`config.mk`:
```
export PLATFORM = sky130hd
export DESIGN_NAME = control_unit
export DESIGN_NICKNAME = d
export VERILOG_FILES = /design/src/rtl/control_unit.sv
export SDC_FILE = /design/constraint.sdc
export NUM_CORES = 1
export LEC_CHECK = 0
export ABC_AREA = 1
export CELL_PAD_IN_SITES_DETAIL_PLACEMENT = 0
export CELL_PAD_IN_SITES_GLOBAL_PLACEMENT = 2
export CORE_UTILIZATION = 20
export DETAILED_ROUTE_END_ITERATION = 12
export GPL_TIMING_DRIVEN = 1
export HOLD_SLACK_MARGIN = 0.1
export PLACE_DENSITY_LB_ADDON = 0.1
export SYNTH_ARGS = -nofsm -noshare
export SYNTH_HDL_FRONTEND = slang
export SYNTH_SLANG_ARGS = --single-unit
```
`constraint.sdc`:
```
create_clock -name Clock -period 2.7 [get_ports Clock]
set_input_delay 0.405 -clock Clock [delete_from_list [all_inputs] [get_ports Clock]]
set_output_delay 0.405 -clock Clock [all_outputs]
set_load 0.1 [all_outputs]
```
`src/rtl/control_unit.sv`:
```
// control_unit: hardwired fetch/decode/execute sequencer driving the single-bus datapath strobes
module control_unit #(
  parameter int unsigned MEM_WAIT = 0
) (
  input  logic        Clock,
  input  logic        Reset_n,
  input  logic        Stop,
  input  logic [31:0] IR,
  input  logic        CON,
  output logic        HIin,
  output logic        LOin,
  output logic        PCin,
  output logic        MDRin,
  output logic        Zin,
  output logic        Yin,
  output logic        MARin,
  output logic        IRin,
  output logic        CONin,
  output logic        OUTPORTin,
  output logic        HIout,
  output logic        LOout,
  output logic        ZHIout,
  output logic        ZLOout,
  output logic        PCout,
  output logic        MDRout,
  output logic        INPORTout,
  output logic        Cout,
  output logic        Yout,
  output logic        Gra,
  output logic        Grb,
  output logic        Grc,
  output logic        Rin,
  output logic        Rout,
  output logic        BAout,
  output logic        Read,
  output logic        Write,
  output logic        IncPC,
  output logic [3:0]  ALUop,
  output logic        Run
);
  typedef enum logic [3:0] {RESET, T0, T1, T2, T3, T4, T5, T6, T7, HALT} state_t;
  localparam logic [4:0] OP_LD = 5'b00000, OP_LDI = 5'b00001, OP_ST = 5'b00010;
  localparam logic [4:0] OP_ADD = 5'b00011, OP_SUB = 5'b00100, OP_AND = 5'b00101, OP_OR = 5'b00110;
  localparam logic [4:0] OP_ADDI = 5'b01100, OP_BR = 5'b10010, OP_JR = 5'b10011;
  localparam logic [4:0] OP_IN = 5'b10110, OP_OUT = 5'b10111, OP_MFHI = 5'b11000, OP_MFLO = 5'b11001;
  localparam logic [4:0] OP_HALT = 5'b11011;
  state_t state, next, fin_step;
  logic [2:0] cnt;
  logic [4:0] op;
  logic alu_op, valid, mem_step, last, fin, unused_ir;
  assign op = IR[31:27];
  assign unused_ir = ^IR[26:0];
  assign alu_op = op inside {OP_ADD, OP_SUB, OP_AND, OP_OR};
  assign valid = alu_op || op inside {OP_LD, OP_LDI, OP_ST, OP_ADDI, OP_BR, OP_JR, OP_IN, OP_OUT, OP_MFHI, OP_MFLO};
  // Only fetch T1, ld T6 (Read) and st T7 (Write) wait on memory
  assign mem_step = state == T1 || (state == T6 && op == OP_LD) || (state == T7 && op == OP_ST);
  assign last = !mem_step || cnt == 3'(MEM_WAIT);
  assign fin_step = (op == OP_LD || op == OP_ST) ? T7 :
                    (op == OP_BR) ? T6 :
                    (op == OP_LDI || op == OP_ADDI || alu_op) ? T5 : T3;
  assign fin = last && state == fin_step;
  // State register and per-step wait counter; counter clears whenever a step completes
  always_ff @(posedge Clock or negedge Reset_n) begin
    if (!Reset_n) begin
      state <= RESET;
      cnt   <= '0;
    end else begin
      state <= next;
      cnt   <= last ? '0 : cnt + 3'd1;
    end
  end
  // Next-state: fetch, decode at T2, execute until the opcode's final step, then T0 or HALT on Stop
  always_comb begin
    next = state;
    case (state)
      RESET: next = T0;
      T0: next = T1;
      T1: next = last ? T2 : T1;
      T2: next = op == OP_HALT ? HALT : valid ? T3 : Stop ? HALT : T0;
      T3, T4, T5, T6, T7: next = fin ? (Stop ? HALT : T0) : last ? state_t'(state + 4'd1) : state;
      default: next = state;
    endcase
  end
  // Output decode from (state, opcode); everything not named in a step stays 0
  always_comb begin
    {HIin, LOin, PCin, MDRin, Zin, Yin, MARin, IRin, CONin, OUTPORTin} = '0;
    {HIout, LOout, ZHIout, ZLOout, PCout, MDRout, INPORTout, Cout, Yout} = '0;
    {Gra, Grb, Grc, Rin, Rout, BAout, Read, Write, IncPC} = '0;
    ALUop = 4'b0000;
    Run = !(state == RESET || state == HALT);
    case (state)
      T0: {PCout, MARin} = 2'b11;
      T1: begin
        {Read, MDRin} = 2'b11;
        PCin  = last;
        IncPC = last;
      end
      T2: {MDRout, IRin} = 2'b11;
      T3: begin
        if (op inside {OP_LD, OP_LDI, OP_ST}) {Grb, BAout, Yin} = 3'b111;
        if (alu_op || op == OP_ADDI) {Grb, Rout, Yin} = 3'b111;
        if (op == OP_BR) {Gra, Rout, CONin} = 3'b111;
        if (op == OP_JR) {Gra, Rout, PCin} = 3'b111;
        if (op == OP_IN) {INPORTout, Gra, Rin} = 3'b111;
        if (op == OP_OUT) {Gra, Rout, OUTPORTin} = 3'b111;
        if (op == OP_MFHI) {HIout, Gra, Rin} = 3'b111;
        if (op == OP_MFLO) {LOout, Gra, Rin} = 3'b111;
      end
      T4: begin
        if (op inside {OP_LD, OP_LDI, OP_ST, OP_ADDI}) {Cout, Zin} = 2'b11;
        if (alu_op) begin
          {Grc, Rout, Zin} = 3'b111;
          ALUop = {2'b00, op[1:0] + 2'd1};
        end
        if (op == OP_BR) {PCout, Yin} = 2'b11;
      end
      T5: begin
        if (op == OP_LD || op == OP_ST) {ZLOout, MARin} = 2'b11;
        if (op == OP_LDI || op == OP_ADDI || alu_op) {ZLOout, Gra, Rin} = 3'b111;
        if (op == OP_BR) {Cout, Zin} = 2'b11;
      end
      T6: begin
        if (op == OP_LD) {Read, MDRin} = 2'b11;
        if (op == OP_ST) {Gra, Rout, MDRin} = 3'b111;
        if (op == OP_BR) {ZLOout, PCin} = {CON, CON};
      end
      T7: begin
        if (op == OP_LD) {MDRout, Gra, Rin} = 3'b111;
        if (op == OP_ST) Write = 1'b1;
      end
      default: ;
    endcase
  end
endmodule

```
Yosys cells after proc, flatten, opt, wreduce, memory -nomap -nowiden
Index checks and enable logic that the tools add are counted.
{ "totals": {"ff_bits": 7, "wordCells": 120, "out_inout_bits": 33, "input_bits": 36} }
{ "op_classes": {"n_reduce_logical": 24, "n_eq_ne": 25, "add_sub_neg": 3, "mux": 66} }
{ "op_table": {"columns": ["cell", "count"], "rows": [
  ["$mux W1", 41],
  ["$eq A5 B5 Y1 const B", 7],
  ["$mux W4", 6],
  ["$pmux W4 S5", 1],
  ["$pmux W1 S2", 9],
  ["$eq A4 B3 Y1 const B", 4],
  ["$eq A5 B3 Y1 const B", 3],
  ["$eq A5 B2 Y1 const B", 2],
  ["$reduce_bool A10 Y1", 1],
  ["$logic_or A1 B1 Y1", 9],
  ["$pmux W1 S3", 3],
  ["$eq A4 B2 Y1 const B", 2],
  ["$eq A4 B4 Y1 const B", 2],
  ["$mux W2", 4],
  ["$reduce_bool A4 Y1", 2],
  ["$eq A5 B1 Y1 const B", 1],
  ["$eq A5 B4 Y1 const B", 1],
  ["$logic_not A5 Y1", 1],
  ["$reduce_bool A5 Y1", 1],
  ["$reduce_or A5 Y1", 1],
  ["$add A4 B1 Y4 const B", 1],
  ["$eq A4 B1 Y1 const B", 1],
  ["$eq A4 B4 Y1", 1],
  ["$logic_not A4 Y1", 1],
  ["other kinds (10)", 13]
]} }

Logic depth before layout (Yosys ltp)
Gate-level depths: netlist of the first run.
{ "logic_depth": {"word_depth": 10, "depth_mapped": 16, "depth_no_buf": 16} }

Worst setup path after synthesis of the first run
No wires, ideal clock.
{ "synth_timing": {"kind": "input to output", "start": "input port IR[27]", "end": "output port ALUop[0]", "path_buffers": 0, "required_time_ns": 2.295, "slack_ns": -1.516, "cell_stages": 10, "arrival_ns": 3.811, "path_cell_list": "inv_1 > ha_1 > nor2_1 > nand2_1 > nand2_1 > nand2_2 > inv_1 > nor2_1 > inv_1 > nor2_1"} }
{ "synth_via": {"elab_chain_len": 4, "word_cells_on_any_way": 8, "cone_classes": "1 x add/sub; 4 x eq/ne; 2 x mux; 1 x reduce/logical"} }
{ "synth_rtl": {"columns": ["item", "line_no", "text"], "rows": [
  ["from (decl)", "8", "input logic [31:0] IR,"],
  ["$eq A5 B2 Y1 / $eq A5 B3 Y1 (equally long branches)", "53", "assign alu_op = op inside {OP_ADD, OP_SUB, OP_AND, OP_OR};"],
  ["$reduce_bool A4 Y1", "53", null],
  ["$mux W2 *", "111", "if (alu_op) begin"],
  ["$mux W2 *", "91", "case (state)"],
  ["to (decl)", "38", "output logic [3:0] ALUop,"]
]} }
Mark *: on every way between the ends. The rest lies on a longest branch, timed or not.

Final worst setup path of the first run
{ "layout_timing": {"start": "input port IR[30]", "end": "output port Gra"} }
{ "layout_via": {"elab_chain_len": 8, "word_cells_on_any_way": 27, "cone_classes": "13 x eq/ne; 10 x mux; 4 x reduce/logical"} }
{ "layout_rtl": {"columns": ["item", "line_no", "text"], "rows": [
  ["$eq A5 B5 Y1", "102", "if (op == OP_BR) {Gra, Rout, CONin} = 3'b111;"],
  ["$mux W1", "102", null],
  ["$mux W1", "103", "if (op == OP_JR) {Gra, Rout, PCin} = 3'b111;"],
  ["$mux W1", "104", "if (op == OP_IN) {INPORTout, Gra, Rin} = 3'b111;"],
  ["$mux W1", "105", "if (op == OP_OUT) {Gra, Rout, OUTPORTin} = 3'b111;"],
  ["$mux W1", "106", "if (op == OP_MFHI) {HIout, Gra, Rin} = 3'b111;"],
  ["$mux W1", "107", "if (op == OP_MFLO) {LOout, Gra, Rin} = 3'b111;"],
  ["$pmux W1 S4 *", "91", null],
  ["to (decl)", "29", "output logic Gra,"]
]} }
Marks and branches as above.

==> results.py, run 1 <==
metrics = {
    "run_status": {
        "status": "completed",
    },
    "sta": {
        "grt_setup_unrepaired": "no",
        "finalHoldViolations": 0,
        "setup_viol": 0,
        "max_freq_ghz": 0.390,
        "clock-skew-final_ns": 0.00171,
        "min_period_ns": 2.56,
        "maxSlewViolCount": 0,
        "fin_crit_sh": 0.949,
    },
    "die": {
        "core_area_um2": 5990,
        "die_area_um2": 6610,
        "ioPinCount": 69,
        "row_count": 28,
        "die_h_um": 81.3,
        "die_x_um": 81.3,
        "start_util": 0.210,
    },
    "worst_setup_path": {
        "worstPathRequired_ns": 2.30,
        "start_kind": "primary input",
        "crit_type": "primary input to output pin",
        "cp_max_fo": 4,
        "critPathArrivalTime_ns": 2.16,
        "cp-end-kind": "output pin",
    },
    "cells_and_area": {
        "drive_gt1_frac": 0.445,
        "finish.utilization": 0.375,
        "finalNetCount": 312,
        "syn_to_final_growth_pct": 78.5,
        "n_antenna_cell": 0,
        "fillers": 658,
    },
    "routing": {
        "wirelength_mm": 3.92,
        "routedWlPerCell_um": 11.5,
        "dr.pass1.iters": 4,
        "vias": 1420,
        "vias_per_cell": 4.18,
        "drc": 0,
        "drtAntennaViolNets": 0,
        "drt-initial-drc-count": 50,
    },
    "global_route": {
        "grt_max_degree": 10,
        "met3_usage": 0.0292,
        "globalRouteOverflowTotal": 0,
        "top_usage_layer": "met2",
        "grt_util_all_layers": 0.133,
        "grt_pass1_vias": 1402,
        "grt_pass1_wl_mm": 6.69,
        "globalRouteMet2Util": 0.217,
        "antenna_found_initial": 0,
        "grtUsageMet1": 0.186,
    },
    "cts": {
        "clk_pin_slew_ns": 0.04,
        "root_buffer": "clkbuf_8",
        "cts_tree": "done",
        "clock-sinks": 7,
        "cts_hold_buf": 0,
        "clk_latency_ns": 0.22,
        "clockBufferDepth": 2,
        "h-tree-depth": 1,
        "cts_buffers": 3,
    },
    "synth": {
        "ys_types": 31,
        "yosysWarnings": 0,
        "seq_area_frac_synth": 0.139,
        "yosysTopAreaCell": "nand2_1",
        "synthCells": 206,
        "synth_area_per_cell_um2": 6.10,
        "syn_area_um2": 1260,
        "synthTopCellsByArea": "nand2_1 (14%), dfrtp_1 (14%), ha_1 (10%), inv_1 (8.7%), nand3_1 (6.8%)",
        "synth_top_area_frac": 0.143,
        "ys_seq_elements": 7,
    },
    "pwr": {
        "leakagePower_nw": 1.10,
        "finalPower_mw": 1.93,
        "ir_worst_vdd_mv": 0.534,
        "p_per_area_nw_per_um2": 861,
    },
    "job": {
        "maxCapViolCount": 0,
    },
    "place": {
        "gp_congestion": 0.715,
        "numPortBuffers": 35,
        "dpl.hpwl_mm": 3.59,
    },
    "min_path": {
        "hp-class": "primary input to async pin",
    },
}
kinds of logic (layout without fill, tap and decap cells):
family | after synthesis | count (layout) | synth area share
flops | 7 | 7 | 0.139
buf+inv | 48 | 102 | 0.164
compound gates | 20 | 20 | 0.103
fa+ha+maj | 10 | 10 | 0.0995
other cells | 1 | 6 | 0.00298
xor+xnor | 3 | 3 | 0.0209
simple gates | 117 | 117 | 0.471
per-stage QoR:
stage | cell area (µm²) | TNS (ns) | hold WS [ns] | std cells | worst slack, ns
3_3_place_gp | 2180 | -0.0293 | 0.466 | 336 | -0.0177
5_1_grt | 2240 | 0 | 0.476 | 340 | 0.0188
2_1_floorplan | 1380 | -0.269 | 0.109 | 211 | -0.149
3_5_place_dp | 2180 | -0.0337 | 0.457 | 336 | -0.0295
4_1_cts | 2220 | 0 | 0.450 | 340 | 0.0318
6_report | 2240 | 0 | 0.444 | 340 | 0.138
critical path: stages:
cell and delay [ns]:
clkdlybuf4s50_1 0.58, inv_2 0.08, nand2_1 0.10, nor2_1 0.06
nand2_2 0.08, nand2_2 0.07, inv_2 0.06, a21oi_1 0.05
a31oi_1 0.24, o211ai_1 0.18, clkbuf_16 0.24
Yosys cell counts:
library cell  count
xor2_1            2
nor2_1           20
clkinv_1          1
o311ai_1          1
xnor2_1           1
nor3_4            1
ha_1             10
a21oi_4           1
a31oi_1           1
nand2_4           1
conb_1            1
nand2_2           8
inv_2            11
nor3_1            1
dfrtp_1           7
nand3_1          17
a21oi_1           1
a21oi_2           1
a22oi_1           1
o21ai_2           1
nor2_2           10
o211ai_1          1
buf_4             7
inv_1            29
nand4_1           4
nand3_2           3
o21ai_1           2
o21ai_0          10
nand2_1          48
nor2_4            3
nand3_4           1
path summary, 6_finish.rpt:
check	end	cells after the start	slack, ns	start
worst max-delay path	Gra	11	0.14	IR[30]
worst min-delay path	cnt[1]	1	0.44	Reset_n
worst max register to register	state[1]	12	0.66	state[0]
worst min register to register	cnt[0]	1	0.46	cnt[0]
max in group asynchronous	state[3]	1	2.02	Reset_n
min in group Clock	cnt[0]	1	0.46	cnt[0]
metal layers:
layer / share of wire / vias to the layer above
li1: - / 756
met1: 0.48 / 629
met2: 0.46 / 35
met3: 0.057 / 0
met4: 0 / 0
met5: 0 / -
timing repair:
item | 4_1_cts | 5_1_grt
resized for setup | 1 | 7
pin swaps | 1 | 2
endpoints found under the setup margin | 2 | 4
buffers inserted | 0 | 0
power by group:
group	switching [mW]	internal, mW	total, mW
Combinational	1.10	0.507	1.61
Sequential	0.0467	0.134	0.180
Clock	0.0412	0.102	0.143
Total	1.19	0.743	1.93
cell usage in the layout, fill, tap and decap left out, types with 2 or more instances in the layout:
cell	n
inv_1	23
dfrtp_1	7
clkbuf_8	3
nand4_1	4
o21ai_1	3
nand2_1	46
conb_1	6
ha_1	6
nor2_1	16
o21ai_0	3
nor2_4	5
nand3_4	2
nand3_2	3
inv_2	16
o21ai_2	7
ha_2	2
nand3_1	16
nor2_2	12
buf_4	24
ha_4	2
clkdlybuf4s50_1	6
nand2_2	10
xor2_1	2
buf_12	24
sequential cells by signal (all words and copies together), names as in the netlist:
name / flops
state: 4
cnt: 3
layout make-up:
cell class,count,area (µm²),area share
clock buffers,4,45.0,0.0201
inverters,41,156,0.0697
multi-input cells,156,1010,0.449
flip-flops and latches,7,175,0.0780
well taps,75,93.8,0.0418
repair buffers,57,767,0.342
Power figures use the tool's default switching activity.
==> run 2, diff against run 1 <==
--- a/config.mk
+++ b/config.mk
@@ -10,8 +10,8 @@
 export CELL_PAD_IN_SITES_GLOBAL_PLACEMENT = 2
 export CORE_UTILIZATION = 20
 export DETAILED_ROUTE_END_ITERATION = 12
-export GPL_TIMING_DRIVEN = 1
 export HOLD_SLACK_MARGIN = 0.1
+export MAX_ROUTING_LAYER = met4
 export PLACE_DENSITY_LB_ADDON = 0.1
 export SYNTH_ARGS = -nofsm -noshare
 export SYNTH_HDL_FRONTEND = slang
==> constraint.sdc (replaced) <==
create_clock -name Clock -period 2.7 [get_ports Clock]
set_input_delay 0.405 -clock Clock [delete_from_list [all_inputs] [get_ports Clock]]
set_output_delay 0.405 -clock Clock [all_outputs]
set_load 0.01 [all_outputs]
==> run 2 against run 1 <==
Cell count increased by 5.9%. Design area is 9.0% lower. Clock power rose by 6%. Utilization fell by 3.4 points. Largest cell class unchanged.
==> results.py, run 2 (synthesis results as in run 1) <==
metrics = {
    "cells_and_area": {
        "final-seq-area_um2": 175,
        "finalNetCount": 332,
        "drive_gt1_frac": 0.337,
        "multi_input_area_um2": 925,
        "mostFrequentLayoutCell": "nand2_1",
        "fillers": 688,
        "largest_reg_flops": 4,
        "syn_to_final_growth_pct": 62.5,
        "layout_top_registers": "state (4), cnt (3)",
        "n_antenna_cell": 0,
        "regMostFlops": "state",
        "layout_common_cells": "nand2_1 (47), buf_4 (43), inv_1 (28)",
    },
    "global_route": {
        "grt_max_degree": 10,
        "antenna_found_initial": 0,
        "globalRouteOverflowTotal": 0,
        "grt_util_all_layers": 0.138,
        "grt_pass1_wl_mm": 6.82,
        "grt_pass1_vias": 1483,
    },
    "sta": {
        "fin_crit_sh": 0.960,
        "grt_setup_unrepaired": "yes",
        "fin_ws_ns": 0.109,
        "maxSlewViolCount": 0,
        "max_freq_ghz": 0.386,
        "finalHoldViolations": 0,
        "tns_ns": 0,
        "setup_viol": 0,
        "clock-skew-final_ns": 0.00218,
        "min_period_ns": 2.59,
    },
    "worst_setup_path": {
        "cp_max_fo": 4,
        "critPathArrivalTime_ns": 2.19,
        "worstPathRequired_ns": 2.30,
        "crit_type": "primary input to output pin",
        "start_kind": "primary input",
        "cp-end-kind": "output pin",
    },
    "die": {
        "row_count": 28,
        "die_area_um2": 6610,
        "die_x_um": 81.3,
        "die_h_um": 81.3,
        "core_area_um2": 5990,
        "ioPinCount": 69,
        "start_util": 0.210,
    },
    "pwr": {
        "p_per_area_nw_per_um2": 590,
        "leakagePower_nw": 1.13,
        "ir_worst_vdd_mv": 0.273,
        "finalPower_mw": 1.21,
    },
    "place": {
        "place_ws_ns": -0.271,
        "dpl.hpwl_mm": 3.65,
        "numPortBuffers": 35,
        "gp_congestion": 0.748,
    },
    "routing": {
        "drtAntennaViolNets": 0,
        "dr.pass1.iters": 4,
        "drt-initial-drc-count": 60,
        "wirelength_mm": 4.14,
        "drc": 0,
        "vias_per_cell": 4.09,
        "routedWlPerCell_um": 11.5,
        "vias": 1471,
    },
    "cts": {
        "clockBufferDepth": 2,
        "clk_latency_ns": 0.23,
        "h-tree-depth": 1,
        "root_buffer": "clkbuf_8",
        "clock-sinks": 7,
        "cts_tree": "done",
        "post-cts-setup-buffer-count": 0,
        "cts_hold_buf": 0,
        "cts_buffers": 3,
        "clk_pin_slew_ns": 0.04,
    },
    "run_status": {
        "status": "completed",
    },
    "job": {
        "maxCapViolCount": 0,
    },
    "min_path": {
        "hp-class": "primary input to async pin",
    },
}
## run 2: changes by cell type in the layout (fill, tap and decap cells not counted), sizes merged
cell | before | now
clkdlybuf4s50 | 6 | 17
buf | 48 | 43
dlygate4sd2 | 1 | 12
clkdlybuf4s15 | 0 | 1
dlymetal6s2s | 1 | 3
## run 2: cell type report
type / count / share of cell area
flip-flops and latches: 7 / 0.0857
repair buffers: 77 / 0.318
clock buffers: 4 / 0.0220
multi-input cells: 156 / 0.453
inverters: 41 / 0.0753
well taps: 75 / 0.0459
## run 2: routing by layer
layer	share of wire	routed length, µm	global-route usage	vias up
met5	0	0	-	-
met4	0.0051	21	0.0214	0
met3	0.018	74	0.0101	2
met2	0.49	2040	0.248	24
met1	0.48	2010	0.170	659
li1	-	-	-	786
## run 2: critical path, cell delays in order
cell and delay [ns]:
clkdlybuf4s50_1 0.47, inv_1 0.06, ha_1 0.22, inv_2 0.08
nor2_4 0.04, nand2_2 0.11, nand2_1 0.06, nand2_1 0.11
a21oi_4 0.07, inv_2 0.08, nand3_4 0.08, o311ai_1 0.09
clkdlybuf4s15_1 0.28
## run 2: power by group
| group | internal, mW | leakage, nW | switching [mW] |
|---|---|---|---|
| clock | 0.103 | 0.0228 | 0.0493 |
| sequential | 0.134 | 0.0933 | 0.0376 |
| combinational | 0.378 | 1.01 | 0.504 |
## run 2: metrics by stage
stage          utilization  hold WS, ns  std cells  instance area, µm²
6_report             0.341        0.444        360                2040
5_1_grt              0.341        0.466        360                2040
4_1_cts              0.338        0.456        360                2020
3_5_place_dp         0.331        0.451        356                1980
3_3_place_gp         0.331        0.452        356                1980
2_1_floorplan            -        0.109        211                1280
## run 2: repair_timing
| item | 4_1_cts | 5_1_grt |
|---|---|---|
| gates resized for setup | 20 | 13 |
| pin swaps | 0 | 2 |
| endpoints found under the setup margin | 15 | 18 |
## run 2: final timing paths
path / from / end / slack, ns / cells past startpoint
max: IR[27] / PCin / 0.11 / 13
min in group Clock: cnt[0] / cnt[0] / 0.45 / 1
min: Reset_n / cnt[2] / 0.44 / 1
min reg2reg: cnt[0] / cnt[0] / 0.45 / 1
max in group asynchronous: Reset_n / state[1] / 2.01 / 1
max reg2reg: state[0] / state[3] / 0.70 / 14
